$ cat src/rtl/wb_copy_master_if.sv
// -----------------------------------------------------------------------------
// wb_copy_master_if
//
// Wishbone bus bundle between the copy master and a single RAM-style slave.
// Signal names keep the master-relative Wishbone suffixes:
//   STB_O  strobe              (master -> slave)
//   WE_O   write enable        (master -> slave)
//   ADR_O  word address        (master -> slave)
//   DAT_O  write data          (master -> slave)
//   DAT_I  read data           (slave  -> master), valid while ACK_I is high
//   ACK_I  acknowledge         (slave  -> master)
//
// Handshake: a transfer is accepted on the rising edge where STB_O and ACK_I
// are both high. The master holds ADR_O/WE_O/DAT_O stable for the whole time
// STB_O is high, and never looks at ACK_I while STB_O is low.
// -----------------------------------------------------------------------------
interface wb_copy_master_if #(
    parameter int ADDRESS_WIDTH = 8,
    parameter int DATA_WIDTH    = 8
) ();
    logic                     STB_O;
    logic                     WE_O;
    logic [ADDRESS_WIDTH-1:0] ADR_O;
    logic [DATA_WIDTH-1:0]    DAT_O;
    logic [DATA_WIDTH-1:0]    DAT_I;
    logic                     ACK_I;

    modport master (
        output STB_O,
        output WE_O,
        output ADR_O,
        output DAT_O,
        input  DAT_I,
        input  ACK_I
    );

    modport slave (
        input  STB_O,
        input  WE_O,
        input  ADR_O,
        input  DAT_O,
        output DAT_I,
        output ACK_I
    );
endinterface

$ cat src/rtl/wb_copy_master.sv
// -----------------------------------------------------------------------------
// wb_copy_master
//
// Wishbone initiator that copies LEN words from a source address range to a
// destination address range, one read followed by one write per word.
//
// Ports:
//   CLK_I        clock, rising edge
//   RSTN_I       synchronous active-low reset
//   START_I      start request, only looked at in IDLE
//   SRC_I/DST_I  first source / destination address, latched on start
//   LEN_I        number of words, latched on start
//   BUSY_O       high while the FSM is not in IDLE
//   DONE_O       one-cycle pulse when a copy ends (normally or by timeout)
//   ERR_O        sticky timeout flag, cleared by the next accepted start
//   DBG_STATE_O  current FSM state encoding, for observation only
//   wb           Wishbone master bundle (STB/WE/ADR/DAT out, DAT/ACK in)
//
// Every output is a flop. The combinational process computes the next state
// together with the next value of each output flop, so outputs change on the
// same edge the state does.
//
// TIMEOUT must be at least 1.
// -----------------------------------------------------------------------------
module wb_copy_master #(
    parameter int ADDRESS_WIDTH = 8,
    parameter int DATA_WIDTH    = 8,
    parameter int LEN_WIDTH     = 8,
    parameter int TIMEOUT       = 15
) (
    input  logic                     CLK_I,
    input  logic                     RSTN_I,
    input  logic                     START_I,
    input  logic [ADDRESS_WIDTH-1:0] SRC_I,
    input  logic [ADDRESS_WIDTH-1:0] DST_I,
    input  logic [LEN_WIDTH-1:0]     LEN_I,
    output logic                     BUSY_O,
    output logic                     DONE_O,
    output logic                     ERR_O,
    output logic [2:0]               DBG_STATE_O,
    wb_copy_master_if.master         wb
);

    // The wait counter only needs to reach TIMEOUT-1: the edge that would
    // take it to TIMEOUT is the abort edge itself.
    localparam int WAIT_W = (TIMEOUT > 1) ? $clog2(TIMEOUT) : 1;
    localparam logic [WAIT_W-1:0] WAIT_LAST = WAIT_W'(TIMEOUT - 1);

    typedef enum logic [2:0] {
        IDLE   = 3'd0,
        RD_REQ = 3'd1,
        RD_GAP = 3'd2,
        WR_REQ = 3'd3,
        WR_GAP = 3'd4
    } state_t;

    state_t                   state_q,  state_d;
    logic [ADDRESS_WIDTH-1:0] src_q,    src_d;
    logic [ADDRESS_WIDTH-1:0] dst_q,    dst_d;
    logic [LEN_WIDTH-1:0]     rem_q,    rem_d;
    logic [DATA_WIDTH-1:0]    buf_q,    buf_d;
    logic [WAIT_W-1:0]        wait_q,   wait_d;
    logic                     stb_q,    stb_d;
    logic                     we_q,     we_d;
    logic [ADDRESS_WIDTH-1:0] adr_q,    adr_d;
    logic [DATA_WIDTH-1:0]    dat_q,    dat_d;
    logic                     busy_q,   busy_d;
    logic                     done_q,   done_d;
    logic                     err_q,    err_d;

    always_ff @(posedge CLK_I) begin
        if (!RSTN_I) begin
            state_q <= IDLE;
            src_q   <= '0;
            dst_q   <= '0;
            rem_q   <= '0;
            buf_q   <= '0;
            wait_q  <= '0;
            stb_q   <= 1'b0;
            we_q    <= 1'b0;
            adr_q   <= '0;
            dat_q   <= '0;
            busy_q  <= 1'b0;
            done_q  <= 1'b0;
            err_q   <= 1'b0;
        end else begin
            state_q <= state_d;
            src_q   <= src_d;
            dst_q   <= dst_d;
            rem_q   <= rem_d;
            buf_q   <= buf_d;
            wait_q  <= wait_d;
            stb_q   <= stb_d;
            we_q    <= we_d;
            adr_q   <= adr_d;
            dat_q   <= dat_d;
            busy_q  <= busy_d;
            done_q  <= done_d;
            err_q   <= err_d;
        end
    end

    always_comb begin
        state_d = state_q;
        src_d   = src_q;
        dst_d   = dst_q;
        rem_d   = rem_q;
        buf_d   = buf_q;
        wait_d  = wait_q;
        stb_d   = stb_q;
        we_d    = we_q;
        adr_d   = adr_q;
        dat_d   = dat_q;
        done_d  = 1'b0;
        err_d   = err_q;

        case (state_q)
            IDLE: begin
                if (START_I) begin
                    src_d = SRC_I;
                    dst_d = DST_I;
                    rem_d = LEN_I;
                    err_d = 1'b0;
                    if (LEN_I == '0) begin
                        // Nothing to move: finish without leaving IDLE.
                        done_d = 1'b1;
                    end else begin
                        state_d = RD_REQ;
                        stb_d   = 1'b1;
                        we_d    = 1'b0;
                        adr_d   = SRC_I;
                        wait_d  = '0;
                    end
                end
            end

            RD_REQ: begin
                if (wb.ACK_I) begin
                    buf_d   = wb.DAT_I;
                    src_d   = src_q + 1'b1;
                    state_d = RD_GAP;
                    stb_d   = 1'b0;
                end else if (wait_q == WAIT_LAST) begin
                    state_d = IDLE;
                    stb_d   = 1'b0;
                    we_d    = 1'b0;
                    err_d   = 1'b1;
                    done_d  = 1'b1;
                end else begin
                    wait_d = wait_q + 1'b1;
                end
            end

            // The slave registers ACK from STB, so ACK is still high here
            // from the previous request; it is deliberately not examined.
            RD_GAP: begin
                state_d = WR_REQ;
                stb_d   = 1'b1;
                we_d    = 1'b1;
                adr_d   = dst_q;
                dat_d   = buf_q;
                wait_d  = '0;
            end

            WR_REQ: begin
                if (wb.ACK_I) begin
                    dst_d   = dst_q + 1'b1;
                    rem_d   = rem_q - 1'b1;
                    state_d = WR_GAP;
                    stb_d   = 1'b0;
                    we_d    = 1'b0;
                end else if (wait_q == WAIT_LAST) begin
                    state_d = IDLE;
                    stb_d   = 1'b0;
                    we_d    = 1'b0;
                    err_d   = 1'b1;
                    done_d  = 1'b1;
                end else begin
                    wait_d = wait_q + 1'b1;
                end
            end

            WR_GAP: begin
                if (rem_q == '0) begin
                    state_d = IDLE;
                    done_d  = 1'b1;
                end else begin
                    state_d = RD_REQ;
                    stb_d   = 1'b1;
                    we_d    = 1'b0;
                    adr_d   = src_q;
                    wait_d  = '0;
                end
            end

            default: begin
                state_d = IDLE;
                stb_d   = 1'b0;
                we_d    = 1'b0;
            end
        endcase

        busy_d = (state_d != IDLE);
    end

    assign wb.STB_O    = stb_q;
    assign wb.WE_O     = we_q;
    assign wb.ADR_O    = adr_q;
    assign wb.DAT_O    = dat_q;
    assign BUSY_O      = busy_q;
    assign DONE_O      = done_q;
    assign ERR_O       = err_q;
    assign DBG_STATE_O = state_q;

endmodule
$ cat src/flat_wrapper.sv
// flat-port wrapper written by rule: the top's interface ports become plain ports
module wb_copy_master_flat 
#(
    parameter int ADDRESS_WIDTH = 8,
    parameter int DATA_WIDTH    = 8,
    parameter int LEN_WIDTH     = 8,
    parameter int TIMEOUT       = 15
)
  (CLK_I, RSTN_I, START_I, SRC_I, DST_I, LEN_I, BUSY_O, DONE_O, ERR_O, DBG_STATE_O, wb_STB_O, wb_WE_O, wb_ADR_O, wb_DAT_O, wb_DAT_I, wb_ACK_I);
  wb_copy_master_if #(.ADDRESS_WIDTH(ADDRESS_WIDTH), .DATA_WIDTH(DATA_WIDTH)) wb_i ();
  input  logic CLK_I;
  input  logic RSTN_I;
  input  logic START_I;
  input  logic [ADDRESS_WIDTH-1:0] SRC_I;
  input  logic [ADDRESS_WIDTH-1:0] DST_I;
  input  logic [LEN_WIDTH-1:0] LEN_I;
  output logic BUSY_O;
  output logic DONE_O;
  output logic ERR_O;
  output logic [2:0] DBG_STATE_O;
  output wire logic [$bits(wb_i.STB_O)-1:0] wb_STB_O;
  output wire logic [$bits(wb_i.WE_O)-1:0] wb_WE_O;
  output wire logic [$bits(wb_i.ADR_O)-1:0] wb_ADR_O;
  output wire logic [$bits(wb_i.DAT_O)-1:0] wb_DAT_O;
  input wire logic [$bits(wb_i.DAT_I)-1:0] wb_DAT_I;
  input wire logic [$bits(wb_i.ACK_I)-1:0] wb_ACK_I;
  assign wb_STB_O = wb_i.STB_O;
  assign wb_WE_O = wb_i.WE_O;
  assign wb_ADR_O = wb_i.ADR_O;
  assign wb_DAT_O = wb_i.DAT_O;
  assign wb_i.DAT_I = wb_DAT_I;
  assign wb_i.ACK_I = wb_ACK_I;
  wb_copy_master #(.ADDRESS_WIDTH(ADDRESS_WIDTH), .DATA_WIDTH(DATA_WIDTH), .LEN_WIDTH(LEN_WIDTH), .TIMEOUT(TIMEOUT)) u_core (.CLK_I(CLK_I), .RSTN_I(RSTN_I), .START_I(START_I), .SRC_I(SRC_I), .DST_I(DST_I), .LEN_I(LEN_I), .BUSY_O(BUSY_O), .DONE_O(DONE_O), .ERR_O(ERR_O), .DBG_STATE_O(DBG_STATE_O), .wb(wb_i));
endmodule
$ cat config.mk
export PLATFORM = sky130hd
export DESIGN_NAME = wb_copy_master_flat
export DESIGN_NICKNAME = d
export VERILOG_FILES = /design/src/rtl/wb_copy_master_if.sv /design/src/rtl/wb_copy_master.sv /design/src/flat_wrapper.sv
export SDC_FILE = /design/constraint.sdc
export NUM_CORES = 1
export LEC_CHECK = 0
export ABC_CLOCK_PERIOD_IN_PS = 3600
export BUFFER_PORTS_ARGS = -buffer_cell sky130_fd_sc_hd__buf_2
export CAP_MARGIN = 10
export CORE_AREA = 5 5 90 92
export DETAILED_ROUTE_END_ITERATION = 12
export DIE_AREA = 0 0 95 97
export PLACE_DENSITY_LB_ADDON = 0.1
export SLEW_MARGIN = 20
export SYNTH_ARGS = -nofsm -noshare
export SYNTH_HDL_FRONTEND = slang
export SYNTH_SLANG_ARGS = --single-unit
$ cat constraint.sdc
create_clock -name CLK_I -period 3.6 [get_ports CLK_I]
set_input_delay 0.36 -clock CLK_I [delete_from_list [all_inputs] [get_ports CLK_I]]
set_output_delay 0.36 -clock CLK_I [all_outputs]
set_load 0.005 [all_outputs]
==> results of run 1 <==
==> logic make-up (layout without fill, tap and decap cells) <==
group | count (synthesis) | in the layout | share of synthesized area
compound gates | 131 | 131 | 0.243
simple gates | 184 | 184 | 0.278
mux | 19 | 19 | 0.0552
flops | 60 | 60 | 0.346
fa+ha+maj | 6 | 6 | 0.0216
buf+inv | 39 | 87 | 0.0566
==> synth_stat cells, types with 3 or more instances <==
cell type	n	area, um^2
o2111ai_1	8	70.1
or4_1	4	30.0
nor2_1	31	116
nand3_1	9	45.0
nand4_1	5	31.3
a21boi_0	3	22.5
nor2b_1	8	50.1
buf_6	4	45.0
a21oi_1	43	215
nor3b_1	11	82.6
clkbuf_1	13	48.8
nand2_1	62	233
o21ai_0	37	185
and2_1	10	62.6
o22ai_1	4	25.0
nor3_1	16	80.1
buf_2	10	50.1
o31a_1	3	26.3
and3_1	4	25.0
dfxtp_1	60	1200
ha_1	6	75.1
o21a_1	5	37.5
inv_1	8	30.0
a311oi_1	6	52.6
nand2b_1	6	37.5
mux2i_1	18	180
==> critical path, stage by stage (launching register included) <==
cell,delay [ns]
dfxtp_1,0.87
clkinv_1,0.65
o21ai_2,0.65
mux2i_1,0.25
==> sequential cells by signal (all words and copies together) (netlist names) <==
name,cells
u_core.buf_q,8
u_core.dst_q,8
u_core.rem_q,8
u_core.src_q,8
u_core.wb.ADR_O,8
u_core.wb.DAT_O,8
u_core.wait_q,4
u_core.DBG_STATE_O,3
u_core.BUSY_O,1
u_core.DONE_O,1
u_core.ERR_O,1
u_core.wb.STB_O,1
u_core.wb.WE_O,1
==> layer usage <==
metal  up-vias  global-route usage  routed length [um]
li1       1670                   -                   -
met4         0              0.0622                 112
met1      1516               0.272                4200
met2        84               0.307                3960
met5         -                   0                   0
met3         8              0.0543                 479
==> where the power goes <==
group | switching (W) | total (W) | leakage (nW) | internal, W
combinational | 0.000182 | 0.000316 | 0.975 | 0.000134
clock | 0.000293 | 0.000615 | 0.0994 | 0.000322
sequential | 0.0000532 | 0.000763 | 0.491 | 0.000710
total | 0.000528 | 0.00169 | 1.57 | 0.00117
==> per-stage QoR <==
step	hold slack, ns	instances
5_1_grt	0.226	586
2_1_floorplan	0.436	439
4_1_cts	0.225	586
3_5_place_dp	0.448	570
3_3_place_gp	0.445	570
6_report	0.243	586
==> path summary, 6_finish.rpt <==
kind | endpoint | slack, ns
worst min-delay path | u_core.buf_q[3]$_SDFFE_PN0P_ | 0.24
worst max register to register | u_core.wb.ADR_O[6]$_SDFFE_PN0P_ | 1.10
worst min register to register | u_core.buf_q[7]$_SDFFE_PN0P_ | 0.46
worst max-delay path | u_core.wb.ADR_O[6]$_SDFFE_PN0P_ | 1.10
==> final cells by class <==
type / count / share of cell area
repair buffers: 61 / 0.0786
well taps: 99 / 0.0314
multi-input cells: 340 / 0.525
inverters: 10 / 0.00951
clock buffers: 9 / 0.0314
clock inverters: 7 / 0.0197
flip-flops and latches: 60 / 0.304
==> results.txt, run 1 <==
Distinct cells, synth - 60
Average wire per standard cell - 14.9 um
Remaining antenna violation count after routing - 0
Core Util, Final - 0.553
Arr. time, crit path - 2.77 ns
Initial drt markers - 231
Setup Buffers After CTS - 0
Final net count - 524
Layout cells sized above 1 - 0.189
Resized cells post-CTS - 0
Synthesis warning total - 0
Critical path class - reg2reg
DRT Pass-1 Iters - 5
Hold Violations, Final - 0
Clock Tree Buf Depth - 2
First-pass GRT wire length - 14.9 mm
Final Wtd Congestion - 0.810
Total CTS buffers - 9
Mapped Cells - 439
Chip Height - 97 um
Port Buffers - 59
Number of fill cells - 706
GRT overflow - 0
Tot Pwr - 0.00169 W
Cells on worst reg2reg path - 3
Final critical-path required period - 2.50 ns
Synth Flop Type - dfxtp_1
VDD IR max - 223 uV
WP data required - 3.87 ns
CTS tree - built
Crit start category - flip-flop
Post-synth ARST share - 0
Post-synthesis sequential area ratio - 0.346
P per Cell Area - 429 nW/um^2
Final slew viol count - 0
Post-Syn Area per Cell - 7.91 um^2
P&R area growth vs syn - 13.7%
Hold Path Depth - 3
Hold buffer count at cts - 0
MaxCap Viol Count - 0
Skew final - 0.0100 ns
Cell Area, Synth - 3470 um^2
Static leakage - 1.57 nW
Outcome - complete, no violations
Largest net degree at the start of global routing - 38
Clock insertion delay at the later pin of the skew report - 0.35 ns
Fin area - 3950 um^2
Final setup vio count - 0
Leading cell type in the layout, fill and taps excluded - nand2_1
Antenna diode count - 0
Gr usage total - 0.201
Area of the multi-input gates - 2070 um^2
Crit path from - u_core.DBG_STATE_O[2]$_SDFF_PN0_
R2R Path Start - u_core.DBG_STATE_O[2]$_SDFF_PN0_
Period utilization - 0.694
Worst-path clk slew - 0.08 ns
Vias - 3278
DRC - 0
Commonest cells after routing, fill and taps aside - nand2_1, dfxtp_1, buf_2, a21oi_1, o21ai_0
Hold Path Origin - wb_DAT_I[3]
Die X - 95 um
Post-DP HPWL - 6.14 mm
Worst min path class - in2reg
H-tree levels - 3
Syn nets - 481
Initial antenna violation count - 0
Initial Utilization - 0.486
Pre-CTS setup slack - 1.15 ns
CORE AREA - 7140 um^2
Number of synthesized flops with an enable pin - 0
Fmax - 400 MHz
Slew HR - 0.443
Worst Tran Pin Value - 0.835 ns
Row count - 31
Yosys reg bits - 60
Die ar. - 9220 um^2
RSZ-0062 raised after global routing - no
Vias per inst - 5.59
Clock tree sinks - 60
CP max FO - 25
I/O Pins - 60
Worst setup margin - 1.10 ns
Placed Area - 3750 um^2
Final WL - 8.75 mm
CP endpoint kind - flip-flop
Vias in the first global route - 3132
Sum Neg Setup Slack - 0 ns
CTS root buf - clkbuf_8
FF/Latch Area - 1200 um^2
(Power assumes the default switching activity.)
==> inputs of run 2 (changes only) <==
--- a/config.mk
+++ b/config.mk
@@ -5,7 +5,7 @@
 export SDC_FILE = /design/constraint.sdc
 export NUM_CORES = 1
 export LEC_CHECK = 0
-export ABC_CLOCK_PERIOD_IN_PS = 3600
+export ABC_CLOCK_PERIOD_IN_PS = 2200
 export BUFFER_PORTS_ARGS = -buffer_cell sky130_fd_sc_hd__buf_2
 export CAP_MARGIN = 10
 export CORE_AREA = 5 5 90 92
==> constraint.sdc (replaced) <==
create_clock -name CLK_I -period 2.2 [get_ports CLK_I]
set_input_delay 0.22 -clock CLK_I [delete_from_list [all_inputs] [get_ports CLK_I]]
set_output_delay 0.22 -clock CLK_I [all_outputs]
set_load 0.005 [all_outputs]
==> results.txt, run 2 (same netlist as run 1, synthesis figures left out) <==
I/O Pins - 60
Commonest cells after routing, fill and taps aside - nand2_1, dfxtp_1, buf_2, a21oi_1, o21ai_0
Worst min path class - in2reg
Setup Buffers After CTS - 0
Initial Utilization - 0.486
WL met2 - 3.99 mm
CTS tree - built
Vias - 3364
Flop-to-flop setup slack - 0.32 ns
Vias per inst - 5.60
Average wire per standard cell - 15.0 um
Hold buffer count at cts - 0
WP data required - 2.50 ns
Row count - 31
Chip Height - 97 um
Int Pwr - 0.00204 W
Pre-CTS setup slack - 0.338 ns
Initial drt markers - 214
Die X - 95 um
Hold EP - u_core.buf_q[1]$_SDFFE_PN0P_
P&R area growth vs syn - 17.6%
RSZ-0062 raised after global routing - no
Critical path class - reg2reg
Hold Path Depth - 3
CTS root buf - clkbuf_8
Metal-1 WL - 4.39 mm
Crit path cell chain - buf_4 > nand3b_4 > or4_1 > a21oi_1 > o21a_1
VDD IR max - 361 uV
Slew HR - 0.644
Static leakage - 1.65 nW
CP endpoint kind - flip-flop
Remaining antenna violation count after routing - 0
Hold Path Origin - wb_DAT_I[1]
Final Wtd Congestion - 0.874
Largest net degree at the start of global routing - 25
Outcome - complete, no violations
Total CTS buffers - 9
CP max FO - 15
Initial antenna violation count - 0
Cells on worst reg2reg path - 5
Clk pwr share - 0.387
DRT Pass-1 Iters - 4
Final WL - 9.02 mm
H-tree levels - 3
Final critical-path required period - 1.88 ns
GRT overflow - 0
Antenna diode count - 0
Met3 routed WL - 521 um
Post-DP HPWL - 6.49 mm
Reg-to-Reg End - u_core.dst_q[6]$_SDFFE_PN0P_
Area of the multi-input gates - 2070 um^2
Gr usage total - 0.204
Sequential group share of total power - 0.425
Worst Tran Pin Value - 0.531 ns
CORE AREA - 7140 um^2
Fmax - 533 MHz
Period utilization - 0.853
Arr. time, crit path - 2.17 ns
Sum Neg Setup Slack - 0 ns
Clock tree sinks - 60
Skew final - 0.00454 ns
Net Sw Power - 0.000875 W
Comb pwr share - 0.188
R2R Path Start - u_core.DBG_STATE_O[0]$_SDFF_PN0_
FF/Latch Area - 1200 um^2
Top Metal Used - met4
Hold Violations, Final - 0
Peak per-stage delay on the critical path - 0.60 ns
Clock Tree Buf Depth - 2
Sw frac - 0.300
First-pass GRT wire length - 15.3 mm
Number of fill cells - 702
P per Cell Area - 715 nW/um^2
MaxCap Viol Count - 0
Die ar. - 9220 um^2
Crit start category - flip-flop
Port Buffers - 59
Vias in the first global route - 3144
Worst-path clk slew - 0.08 ns
Resized cells post-CTS - 0
Worst setup margin - 0.324 ns
Layout cells sized above 1 - 0.213
Clock insertion delay at the later pin of the skew report - 0.35 ns
Leading cell type in the layout, fill and taps excluded - nand2_1
Final net count - 539
Final slew viol count - 0
DRC - 0
CP max stage cell - dfxtp_1
Final setup vio count - 0
==> run 2: cell types whose count changed in the layout (fill, tap and decap cells not counted) <==
cell and change:
buf_4 +15, bufinv_16 +1, clkinv_4 -2, inv_6 +1
==> run 2: final cells by class <==
type,instances,area share
Clock buffer,9,0.0303
Clock inverter,7,0.0242
Inverter,10,0.00920
Multi-Input combinational cell,340,0.508
Sequential cell,60,0.294
Tap cell,99,0.0303
Timing Repair Buffer,76,0.104
==> run 2: routing by layer <==
layer / global-route usage / vias up
met1: 0.288 / 1574
met4: 0.0588 / 0
met3: 0.0559 / 10
met5: 0 / -
li1: - / 1705
met2: 0.301 / 75
==> run 2: critical path, delay by kind of cell, from the launching register on <==
kind | cells | cell delay, ns
AOI/OAI and AO/OA | 2 | 0.30
DFF | 1 | 0.60
buffers and inverters | 1 | 0.23
and+or+nand+nor | 2 | 0.69
==> run 2: through the flow <==
step                total power, W  instances  hold WS (ns)  utilization  area [um^2]
detailed placement         0.00181        585         0.450        0.541         3860
CTS                        0.00294        601        0.0940        0.572         4080
finish                     0.00292        601         0.102        0.572         4080
global route               0.00307        601        0.0946        0.572         4080
floorplan                  0.00164        439         0.336            -         3470
global placement           0.00180        585         0.443        0.541         3860
==> run 2: worst max-delay path by stage <==
stage | cells after the start | from | to
floorplan | 6 | u_core.rem_q[0]$_SDFFE_PN0P_ | u_core.wb.ADR_O[0]$_SDFFE_PN0P_
global placement | 3 | u_core.DBG_STATE_O[0]$_SDFF_PN0_ | u_core.src_q[7]$_SDFFE_PN0P_
detailed placement | 5 | u_core.DBG_STATE_O[0]$_SDFF_PN0_ | u_core.dst_q[0]$_SDFFE_PN0P_
CTS | 5 | u_core.DBG_STATE_O[0]$_SDFF_PN0_ | u_core.dst_q[6]$_SDFFE_PN0P_
global route | 4 | u_core.DBG_STATE_O[2]$_SDFF_PN0_ | u_core.wait_q[1]$_SDFFE_PN0P_
finish | 5 | u_core.DBG_STATE_O[0]$_SDFF_PN0_ | u_core.dst_q[6]$_SDFFE_PN0P_
==> run 2: power groups by stage <==
| stage | clock network (W) | logic [W] | registers [W] |
|---|---|---|---|
| after global routing | 0.00120 | 0.000619 | 0.00125 |
| after global placement | 0 | 0.000540 | 0.00126 |
| after detailed placement | 0 | 0.000547 | 0.00126 |
| final | 0.00113 | 0.000550 | 0.00124 |
| after floorplan | 0 | 0.000395 | 0.00124 |
| after CTS | 0.00115 | 0.000550 | 0.00124 |
==> inputs of run 3 (changes only) <==
--- a/config.mk
+++ b/config.mk
@@ -5,12 +5,13 @@
 export SDC_FILE = /design/constraint.sdc
 export NUM_CORES = 1
 export LEC_CHECK = 0
+export ABC_AREA = 1
 export ABC_CLOCK_PERIOD_IN_PS = 2200
 export BUFFER_PORTS_ARGS = -buffer_cell sky130_fd_sc_hd__buf_2
 export CAP_MARGIN = 10
-export CORE_AREA = 5 5 90 92
+export CORE_AREA = 5 5 88 90
 export DETAILED_ROUTE_END_ITERATION = 12
-export DIE_AREA = 0 0 95 97
+export DIE_AREA = 0 0 93 95
 export PLACE_DENSITY_LB_ADDON = 0.1
 export SLEW_MARGIN = 20
 export SYNTH_ARGS = -nofsm -noshare
==> results.txt, run 3 <==
Top Metal Used - met4
Area leader, netlist - dfxtp_1
P&R area growth vs syn - 16.7%
Chip Height - 95 um
Most common cell in the netlist - nand2_1
CTS tree - built
Sequential group share of total power - 0.421
Final critical-path required period - 1.83 ns
RSZ-0062 raised after global routing - no
Port Buffers - 59
CP max FO - 13
Resized cells post-CTS - 0
Fmax - 546 MHz
Core Util, Final - 0.557
Static leakage - 1.90 nW
WP data required - 2.40 ns
Setup Buffers After CTS - 0
Vias per inst - 5.04
DRC - 0
Final setup vio count - 0
Largest family of logic cells by synthesized area - simple AND/OR/NAND/NOR gates
Yosys top cell area share - 0.360
Hold Violations, Final - 0
Final Wtd Congestion - 0.882
Simple-gate share of the synthesized area - 0.382
DRT Pass-1 Iters - 5
XOR/XNOR Fraction of Synth Area - 0.00263
Clk pwr share - 0.359
Period utilization - 0.833
WL met2 - 4.11 mm
Met3 routed WL - 428 um
Net Sw Power - 0.00101 W
Clock tree sinks - 60
Final WL - 8.44 mm
Sw frac - 0.325
Vias - 3417
FF/Latch Area - 1200 um^2
VDD IR max - 363 uV
Slew HR - 0.527
Worst min path class - in2reg
Clock insertion delay at the later pin of the skew report - 0.34 ns
CORE AREA - 6980 um^2
Yosys reg bits - 60
Gr usage total - 0.201
Synth Flop Type - dfxtp_1
Distinct cells, synth - 30
Row count - 31
Metal-1 WL - 3.77 mm
Multiplexer share of the synthesized area - 0
I/O Pins - 60
Int Pwr - 0.00210 W
Post-DP HPWL - 6.12 mm
MaxCap Viol Count - 0
Post-Synth Adder-Cell Area - 0.0225
Number of synthesized flops with an enable pin - 0
Top post-synthesis cells by area - dfxtp_1, nand2_1, nor2_1, a21oi_1, inv_1
Initial antenna violation count - 0
Compound-gate portion of the synthesized area - 0.139
Arr. time, crit path - 2.03 ns
Average wire per standard cell - 12.4 um
Total CTS buffers - 9
Area of the multi-input gates - 1820 um^2
Layout cells sized above 1 - 0.178
Crit start category - flip-flop
GRT overflow - 0
Post-synth ARST share - 0
Comb pwr share - 0.220
Clock Tree Buf Depth - 2
Die ar. - 8840 um^2
Antenna diode count - 0
Post-synthesis sequential area ratio - 0.360
Critical path class - reg2reg
CP endpoint kind - flip-flop
Worst-path clk slew - 0.08 ns
Worst Tran Pin Value - 0.709 ns
Sum Neg Setup Slack - 0 ns
Hold buffer count at cts - 0
Initial Utilization - 0.478
First-pass GRT wire length - 14.4 mm
Final slew viol count - 0
P per Cell Area - 800 nW/um^2
Final net count - 633
Syn nets - 576
Die X - 93 um
Leading cell type in the layout, fill and taps excluded - nand2_1
Initial drt markers - 98
Post-Syn Area per Cell - 6.24 um^2
Remaining antenna violation count after routing - 0
CTS root buf - clkbuf_8
Synth cell count leaders - nand2_1, nor2_1, dfxtp_1
Vias in the first global route - 3198
Commonest cells after routing, fill and taps aside - nand2_1, nor2_1, dfxtp_1, buf_2, a21oi_1
Mapped Cells - 534
H-tree levels - 3
Synthesis warning total - 0
Outcome - complete, no violations
Skew final - 0.0158 ns
Cell Area, Synth - 3330 um^2
Largest net degree at the start of global routing - 28
Number of fill cells - 735
==> run 3: power by group through the flow <==
stage	clock, W	combinational (W)	sequential, W
floorplan	0	0.000520	0.00131
global placement	0	0.000677	0.00133
detailed placement	0	0.000686	0.00133
CTS	0.00115	0.000689	0.00131
global route	0.00121	0.000795	0.00133
finish	0.00112	0.000685	0.00131
==> run 3: critical path, stage by stage (launching register included) <==
cell and delay (ns):
dfxtp_1 0.50, nand2_2 0.14, nor2_4 0.24, nand2_2 0.23, nand2_2 0.26, inv_1 0.14
a21oi_1 0.14, nor3_1 0.05
==> run 3: area by class of cell <==
class,count,share of cell area
multi-input cells,400,0.468
flip-flops and latches,60,0.309
repair buffers,64,0.0855
inverters,56,0.0540
clock buffers,9,0.0318
well taps,82,0.0264
clock inverters,7,0.0254
==> run 3: cell families after synthesis <==
group                      after synthesis
AOI/OAI and AO/OA                       89
and+or+nand+nor                        304
DFF                                     60
adders and majority gates                6
xor gates and xnor gates                 1
buffers and inverters                   74
==> run 3: per-layer routing <==
layer / GRT usage / vias up
li1: - / 1802
met1: 0.245 / 1506
met2: 0.349 / 96
met3: 0.0382 / 13
met4: 0.0781 / 0
met5: 0 / -
==> run 3: worst paths after layout <==
check	slack [ns]	startpoint	cells past startpoint	to
worst max-delay path	0.37	u_core.DBG_STATE_O[0]$_SDFF_PN0_	7	u_core.src_q[4]$_SDFFE_PN0P_
worst min-delay path	0.13	wb_DAT_I[7]	3	u_core.buf_q[7]$_SDFFE_PN0P_
worst max register to register	0.37	u_core.DBG_STATE_O[0]$_SDFF_PN0_	7	u_core.src_q[4]$_SDFFE_PN0P_
worst min register to register	0.47	u_core.buf_q[4]$_SDFFE_PN0P_	2	u_core.wb.DAT_O[4]$_SDFFE_PN0N_
==> run 3: stage by stage <==
stage / cell area (um^2) / instances / setup WS, ns / total power (W) / hold slack [ns]
2_1_floorplan: 3330 / 534 / 0.757 / 0.00183 / 0.363
3_3_place_gp: 3670 / 662 / 0.415 / 0.00201 / 0.450
3_5_place_dp: 3670 / 662 / 0.378 / 0.00202 / 0.456
4_1_cts: 3890 / 678 / 0.355 / 0.00315 / 0.121
5_1_grt: 3890 / 678 / 0.219 / 0.00333 / 0.125
6_report: 3890 / 678 / 0.368 / 0.00311 / 0.133
